## src/rtl/dcmac_rx_port_arbiter.sv

```systemverilog
`default_nettype none
// ============================================================================
//  Module   : dcmac_rx_port_arbiter
//  Purpose  : Packet-level round-robin merge of two 4-segment RX streams into
//             one 4-segment stream. Grants are held for whole packets. A port
//             whose enable is low at selection time is drained: its packet is
//             accepted and discarded, and counted in a saturating counter.
//             A single registered output stage backpressures the sources.
//  Options  : RX_ARB_ERR_DROP_EN - flag the eop cycle of an errored forwarded
//             packet on every active segment and count it as a drop.
//  Revision : 1.0 - initial release
// ============================================================================
module dcmac_rx_port_arbiter (
  input  logic         clk,
  input  logic         reset,
  input  logic [1:0]   port_enable,
  input  logic [511:0] s0_tdata,
  input  logic [15:0]  s0_tid,
  input  logic [11:0]  s0_tuser,
  input  logic [3:0]   s0_tlast,
  input  logic         s0_tvalid,
  output logic         s0_tready,
  input  logic [511:0] s1_tdata,
  input  logic [15:0]  s1_tid,
  input  logic [11:0]  s1_tuser,
  input  logic [3:0]   s1_tlast,
  input  logic         s1_tvalid,
  output logic         s1_tready,
  output logic [511:0] m_tdata,
  output logic [15:0]  m_tid,
  output logic [11:0]  m_tuser,
  output logic [3:0]   m_tlast,
  output logic         m_tdest,
  output logic         m_tvalid,
  input  logic         m_tready,
  output logic [15:0]  drop_count0,
  output logic [15:0]  drop_count1
);

  localparam logic [15:0] c_CNT_MAX = 16'hFFFF;

  typedef enum logic [1:0] {
    ST_IDLE  = 2'd0,
    ST_FWD   = 2'd1,
    ST_DRAIN = 2'd2
  } state_t;

  state_t       r_state;
  logic         r_grant;
  logic         r_last_grant;

  logic [511:0] r_m_tdata;
  logic [15:0]  r_m_tid;
  logic [11:0]  r_m_tuser;
  logic [3:0]   r_m_tlast;
  logic         r_m_tdest;
  logic         r_m_tvalid;

  logic [15:0]  r_drop_count0;
  logic [15:0]  r_drop_count1;

  // Granted-port view of the input streams
  logic [511:0] w_sel_tdata;
  logic [15:0]  w_sel_tid;
  logic [11:0]  w_sel_tuser;
  logic [3:0]   w_sel_tlast;
  logic         w_sel_tvalid;

  logic [11:0]  w_out_tuser;
  logic         w_fwd_err;
  logic         w_grant_ready;
  logic         w_xfer;
  logic         w_eop;
  logic [1:0]   w_req;
  logic         w_pick;
  logic         w_inc0;
  logic         w_inc1;

  assign w_sel_tdata  = r_grant ? s1_tdata  : s0_tdata;
  assign w_sel_tid    = r_grant ? s1_tid    : s0_tid;
  assign w_sel_tuser  = r_grant ? s1_tuser  : s0_tuser;
  assign w_sel_tlast  = r_grant ? s1_tlast  : s0_tlast;
  assign w_sel_tvalid = r_grant ? s1_tvalid : s0_tvalid;

  // FWD accepts only when the output register is free or emptying this cycle;
  // DRAIN always accepts; IDLE never accepts (selection cycle).
  assign w_grant_ready = (r_state == ST_FWD)   ? (~r_m_tvalid | m_tready) :
                         (r_state == ST_DRAIN);

  assign s0_tready = w_grant_ready & ~r_grant;
  assign s1_tready = w_grant_ready &  r_grant;

  assign w_xfer = w_sel_tvalid & w_grant_ready;
  assign w_eop  = w_xfer & (|w_sel_tlast);

  // Round robin: on a tie the port that did not go last wins
  assign w_req  = {s1_tvalid, s0_tvalid};
  assign w_pick = (&w_req) ? ~r_last_grant : w_req[1];

`ifdef RX_ARB_ERR_DROP_EN
  logic [3:0] w_seg_err;
  logic [3:0] w_seg_ena;
  logic       w_eop_err;

  // Error on the eop segment is propagated to every active segment of that cycle
  for (genvar k = 0; k < 4; k++) begin : g_seg
    assign w_seg_err[k]             = w_sel_tuser[3*k];
    assign w_seg_ena[k]             = w_sel_tuser[3*k+2];
    assign w_out_tuser[3*k+2:3*k+1] = w_sel_tuser[3*k+2:3*k+1];
    assign w_out_tuser[3*k]         = w_sel_tuser[3*k] | (w_eop_err & w_seg_ena[k]);
  end

  assign w_eop_err = |(w_sel_tlast & w_seg_err);
  assign w_fwd_err = w_eop_err;
`else
  assign w_out_tuser = w_sel_tuser;
  assign w_fwd_err   = 1'b0;
`endif

  // A packet is counted as dropped when drained, or forwarded with an error
  // when error dropping is built in.
  assign w_inc0 = w_eop & ~r_grant &
                  ((r_state == ST_DRAIN) | ((r_state == ST_FWD) & w_fwd_err));
  assign w_inc1 = w_eop &  r_grant &
                  ((r_state == ST_DRAIN) | ((r_state == ST_FWD) & w_fwd_err));

  // Arbitration FSM: select at IDLE, hold grant until the eop transfer
  always_ff @(posedge clk or posedge reset) begin
    if (reset) begin
      r_state      <= ST_IDLE;
      r_grant      <= 1'b0;
      r_last_grant <= 1'b1;
    end else begin
      case (r_state)
        ST_IDLE: begin
          if (|w_req) begin
            r_grant <= w_pick;
            r_state <= port_enable[w_pick] ? ST_FWD : ST_DRAIN;
          end
        end
        ST_FWD, ST_DRAIN: begin
          if (w_eop) begin
            r_last_grant <= r_grant;
            r_state      <= ST_IDLE;
          end
        end
        default: r_state <= ST_IDLE;
      endcase
    end
  end

  // Output register: load on forwarded transfers, empty when accepted downstream
  always_ff @(posedge clk or posedge reset) begin
    if (reset) begin
      r_m_tdata  <= '0;
      r_m_tid    <= '0;
      r_m_tuser  <= '0;
      r_m_tlast  <= '0;
      r_m_tdest  <= 1'b0;
      r_m_tvalid <= 1'b0;
    end else if ((r_state == ST_FWD) && w_xfer) begin
      r_m_tdata  <= w_sel_tdata;
      r_m_tid    <= w_sel_tid;
      r_m_tuser  <= w_out_tuser;
      r_m_tlast  <= w_sel_tlast;
      r_m_tdest  <= r_grant;
      r_m_tvalid <= 1'b1;
    end else if (m_tready) begin
      r_m_tvalid <= 1'b0;
    end
  end

  // Saturating per-port drop counters
  always_ff @(posedge clk or posedge reset) begin
    if (reset) begin
      r_drop_count0 <= '0;
      r_drop_count1 <= '0;
    end else begin
      if (w_inc0 && (r_drop_count0 != c_CNT_MAX)) r_drop_count0 <= r_drop_count0 + 16'd1;
      if (w_inc1 && (r_drop_count1 != c_CNT_MAX)) r_drop_count1 <= r_drop_count1 + 16'd1;
    end
  end

  assign m_tdata     = r_m_tdata;
  assign m_tid       = r_m_tid;
  assign m_tuser     = r_m_tuser;
  assign m_tlast     = r_m_tlast;
  assign m_tdest     = r_m_tdest;
  assign m_tvalid    = r_m_tvalid;
  assign drop_count0 = r_drop_count0;
  assign drop_count1 = r_drop_count1;

endmodule
`default_nettype wire

```

## config.mk

```make
export PLATFORM = sky130hd
export DESIGN_NAME = dcmac_rx_port_arbiter
export DESIGN_NICKNAME = d
export VERILOG_FILES = /design/src/rtl/dcmac_rx_port_arbiter.sv
export SDC_FILE = /design/constraint.sdc
export NUM_CORES = 1
export LEC_CHECK = 0
export BUFFER_PORTS_ARGS = -buffer_cell sky130_fd_sc_hd__clkbuf_2
export CORE_AREA = 10 10 644 646
export CTS_CLUSTER_DIAMETER = 40
export DETAILED_ROUTE_END_ITERATION = 6
export DIE_AREA = 0 0 654 656
export PLACE_DENSITY = 0.3
export RECOVER_POWER = 50
export SYNTH_ARGS = -nofsm -noshare
export SYNTH_HDL_FRONTEND = slang
export SYNTH_SLANG_ARGS = --single-unit
```

## constraint.sdc

```tcl
create_clock -name clk -period 26.7 [get_ports clk]
set_input_delay 2.67 -clock clk [delete_from_list [all_inputs] [get_ports clk]]
set_output_delay 2.67 -clock clk [all_outputs]
set_load 0.01 [all_outputs]
```

==> impl_results.md <==
- Outcome: finished, violations left
- Failing checks: capacitance limit, slew limit
- Die Wd: 654 µm
- Worst vdd ir: 0.0707 mV
- Main synth FF type: dfrtp_1
- Fin crit share: 0.491
- RR Endpoint: m_tdata[479]
- Hold worst-path end: m_tdata[219]
- CP peak stage delay: 6.55 ns
- CP max stage cell: clkbuf_1
- Part of the power in registers: 0.270
- Area fraction in compound gates after synthesis: 0.105
- Synthesis Warnings: 0
- Post-synth cell types: 41
- CTS root buf: clkbuf_16
- Register area share after synthesis: 0.544
- Post-synth design cell area: 0.0268 mm²
- Share of cells above drive strength 1: 0.409
- Relative slew slack: -5.25
- Htree depth: 4
- Cts hold-fix bufs: 0
- Clock Sinks: 582
- Post-synth net total: 3650
- Data arrival time of the worst path: 13.74 ns
- Syn Inst Count: 2550
- Switching part of the total: 0.393
- Io pins: 1675
- Leak: 22.8 nW
- Post-Synth Adder-Cell Area: 0.00234
- Synth top area cells: dfrtp_1 54%, mux2i_1 20%, nand2_1 7.8%, o21ai_0 7.5%, o21ai_1 2.7%
- Num CTS Buffers: 170
- CP Launch Type: input port
- Power Internal: 0.00343 W
- Most frequent cell after synthesis: dfrtp_1
- WP data required: 27.33 ns
- Core area: 0.402 mm²
- Final Skew: 0.0976 ns
- Asr flop ratio synth: 1.00
- Routed Antenna Nets: 0
- Top cell family by delay on the critical path: buffers and inverters
- DRT Pass-1 Iters: 5
- Worst Path Buf+Inv: 5
- M1 GR Usage: 0.138
- Main combinational cell family by area after synthesis: multiplexers
- Vias in the first global route: 28800
- # fillers: 46600
- RSZ-0062 raised after global routing: no
- Gr usage total: 0.141
- Simple logic cell fraction of the synthesized area: 0.0963
- Crit end category: flip-flop
- Power Total: 0.00565 W
- Hold Crit Class: flip-flop to flip-flop
- Routed vias: 29000
- Syn avg cell area: 10.5 µm²
- Worst-skew pair later-pin latency: 0.87 ns
- Setup tns final: 0 ns
- Largest area contributor in the netlist: dfrtp_1
- Proportion of netlist area held by the largest area contributor: 0.543
- Met3 global-route usage: 0.0876
- Critical Path Source: s1_tvalid
- Critical path class: input port to flip-flop
- Worst-Margin Slew: 9.38 ns
- Hold Startpoint: m_tdata[219]
- Number of setup violations in the final report: 0
- Buffer depth of the longest clock path: 4
- R2r setup slk: 14.59 ns
- Total gr overflow: 0
- Largest net degree at the start of global routing: 246
- Minimum clock period: 13.12 ns
- Initial drt markers: 1881
- GR peak layer: met2
- Hold Crit Depth: 2
- Gpl congestion: 1.01
- DRC violations left: 0
- Post-CTS sizing: 0
- Fin. Hold Viols: 0
- Comb power frac: 0.353
- CP max FO: 245
- Post-DR vias/cell: 2.97
- Rows: 233
- First-pass GRT wire length: 383 mm
- Total die area: 0.429 mm²
- DRT Wirelength: 318 mm
- Worst-path clk slew: 0.04 ns
- Reg2Reg Launch Point: r_grant
- Synth Area in XOR/XNOR: 0.00884
- Worst r2r path cells: 7
- Hpwl dp: 284 mm
- Commonest cells in the netlist: 581 x dfrtp_1, 558 x nand2_1, 548 x mux2i_1
- EDFF count, synth: 0
- Met2 Track Usage GR: 0.252
- PwrDens: 121 mW/mm²
- Slew Viols, Final: 822
- FF+latch count, synth: 582
- Initial antenna violation count: 416
- Psw: 0.00222 W
- Port Buffer Count: 1674
- Highest clock rate: 76.2 MHz
- Mux share of post-synthesis cell area: 0.207
- Most common cell on crit path: buf_4
- CTS tree: built
- Post-DR wirelength/cell: 32.5 µm
- Area delta synth->final: 75.2%
- Post-CTS setup buffer count: 0
- Clock share of power: 0.377
- Die Ht: 656 µm
- Critical path, cell by cell: clkbuf_1 > mux2i_1 > nand3b_1 > clkbuf_1 > buf_4 > buf_4 > buf_4 > o21ai_0
- Initial Utilization: 0.0666
- Max Cap Violations: 8
- Nets@finish: 5338
[worst max path at each step]
stage	endpoint	slack (ns)	cells past startpoint
2_1_floorplan	drop_count0[0]	7.75	1
3_3_place_gp	m_tdata[15]	19.78	8
3_5_place_dp	m_tdata[483]	19.71	8
4_1_cts	s0_tready	20.02	5
5_1_grt	m_tdata[25]	11.51	3
6_report	m_tdata[479]	13.58	8
[logic make-up (layout without fill, tap and decap cells)]
logic type,after synthesis,in the layout
flip-flops,582,582
XOR/XNOR,27,27
buffers and inverters,191,2012
AO/OA/AOI/OAI,556,556
other,0,109
AND/OR/NAND/NOR,637,637
multiplexers,552,552
adder cells (fa/ha/maj),5,5
[worst register-to-register path, cell delays in order (launching register included)]
cell and delay, ns:
dfrtp_4 0.83, mux2i_1 0.34, nand3b_1 0.93, clkbuf_1 6.56, buf_4 1.34, buf_4 0.68
buf_4 0.88, o21ai_0 0.32
[cell usage in the layout, fill, tap and decap left out, drive strengths merged, types with 5 or more instances in the layout]
| cell type | netlist | final |
|---|---|---|
| ha | 5 | 5 |
| nand2 | 558 | 558 |
| clkbuf | 105 | 1913 |
| clkinv | 0 | 47 |
| mux2i | 548 | 548 |
| nor2 | 12 | 12 |
| o21ai | 546 | 546 |
| buf | 81 | 20 |
| inv | 5 | 6 |
| nand4 | 14 | 14 |
| diode | 0 | 109 |
| and3 | 8 | 8 |
| xnor2 | 26 | 26 |
| bufinv | 0 | 19 |
| nand3 | 21 | 21 |
| clkinvlp | 0 | 7 |
| dfrtp | 581 | 581 |
[power groups by stage]
stage | Combinational [W] | Clock, W | Sequential [W]
final | 0.00200 | 0.00213 | 0.00153
after global placement | 0.00207 | 0 | 0.00153
after global routing | 0.00218 | 0.00224 | 0.00158
after detailed placement | 0.00209 | 0 | 0.00154
after floorplan | 0.000906 | 0 | 0.00164
after CTS | 0.00209 | 0.00220 | 0.00153
[per-layer routing]
layer	part of all wire	up-vias
li1	-	12400
met1	0.33	13600
met2	0.49	1874
met3	0.14	957
met4	0.031	232
met5	0.0048	-
[flip-flops by register name (all words and copies together) (netlist names)]
name,cells
r_state,2
drop_count1,16
m_tlast,4
m_tdata,512
m_tvalid,1
r_last_grant,1
r_grant,1
m_tuser,12
m_tdest,1
m_tid,16
drop_count0,16
[area by class of cell]
type | count | area, µm² | area share
Timing Repair Buffer | 1702 | 8320 | 0.177
Inverter | 5 | 20.0 | 0.000427
Multi-Input combinational cell | 1777 | 11200 | 0.239
Sequential cell | 582 | 14600 | 0.311
Clock inverter | 74 | 1020 | 0.0218
Tap cell | 5287 | 6620 | 0.141
Clock buffer | 231 | 4880 | 0.104
Antenna cell | 109 | 273 | 0.00582
[through the flow]
stage	setup slack [ns]	util	cell area, µm²	std cells	hold slack, ns
after global routing	11.51	0.116	46700	9686	0.495
after CTS	20.02	0.117	47000	9658	0.480
after detailed placement	19.71	0.102	41100	9353	0.471
after global placement	19.78	0.102	41100	9353	0.463
final	13.58	0.117	46900	9767	0.473
after floorplan	7.75	-	26800	2550	0.511
Power figures use the tool's default switching activity.
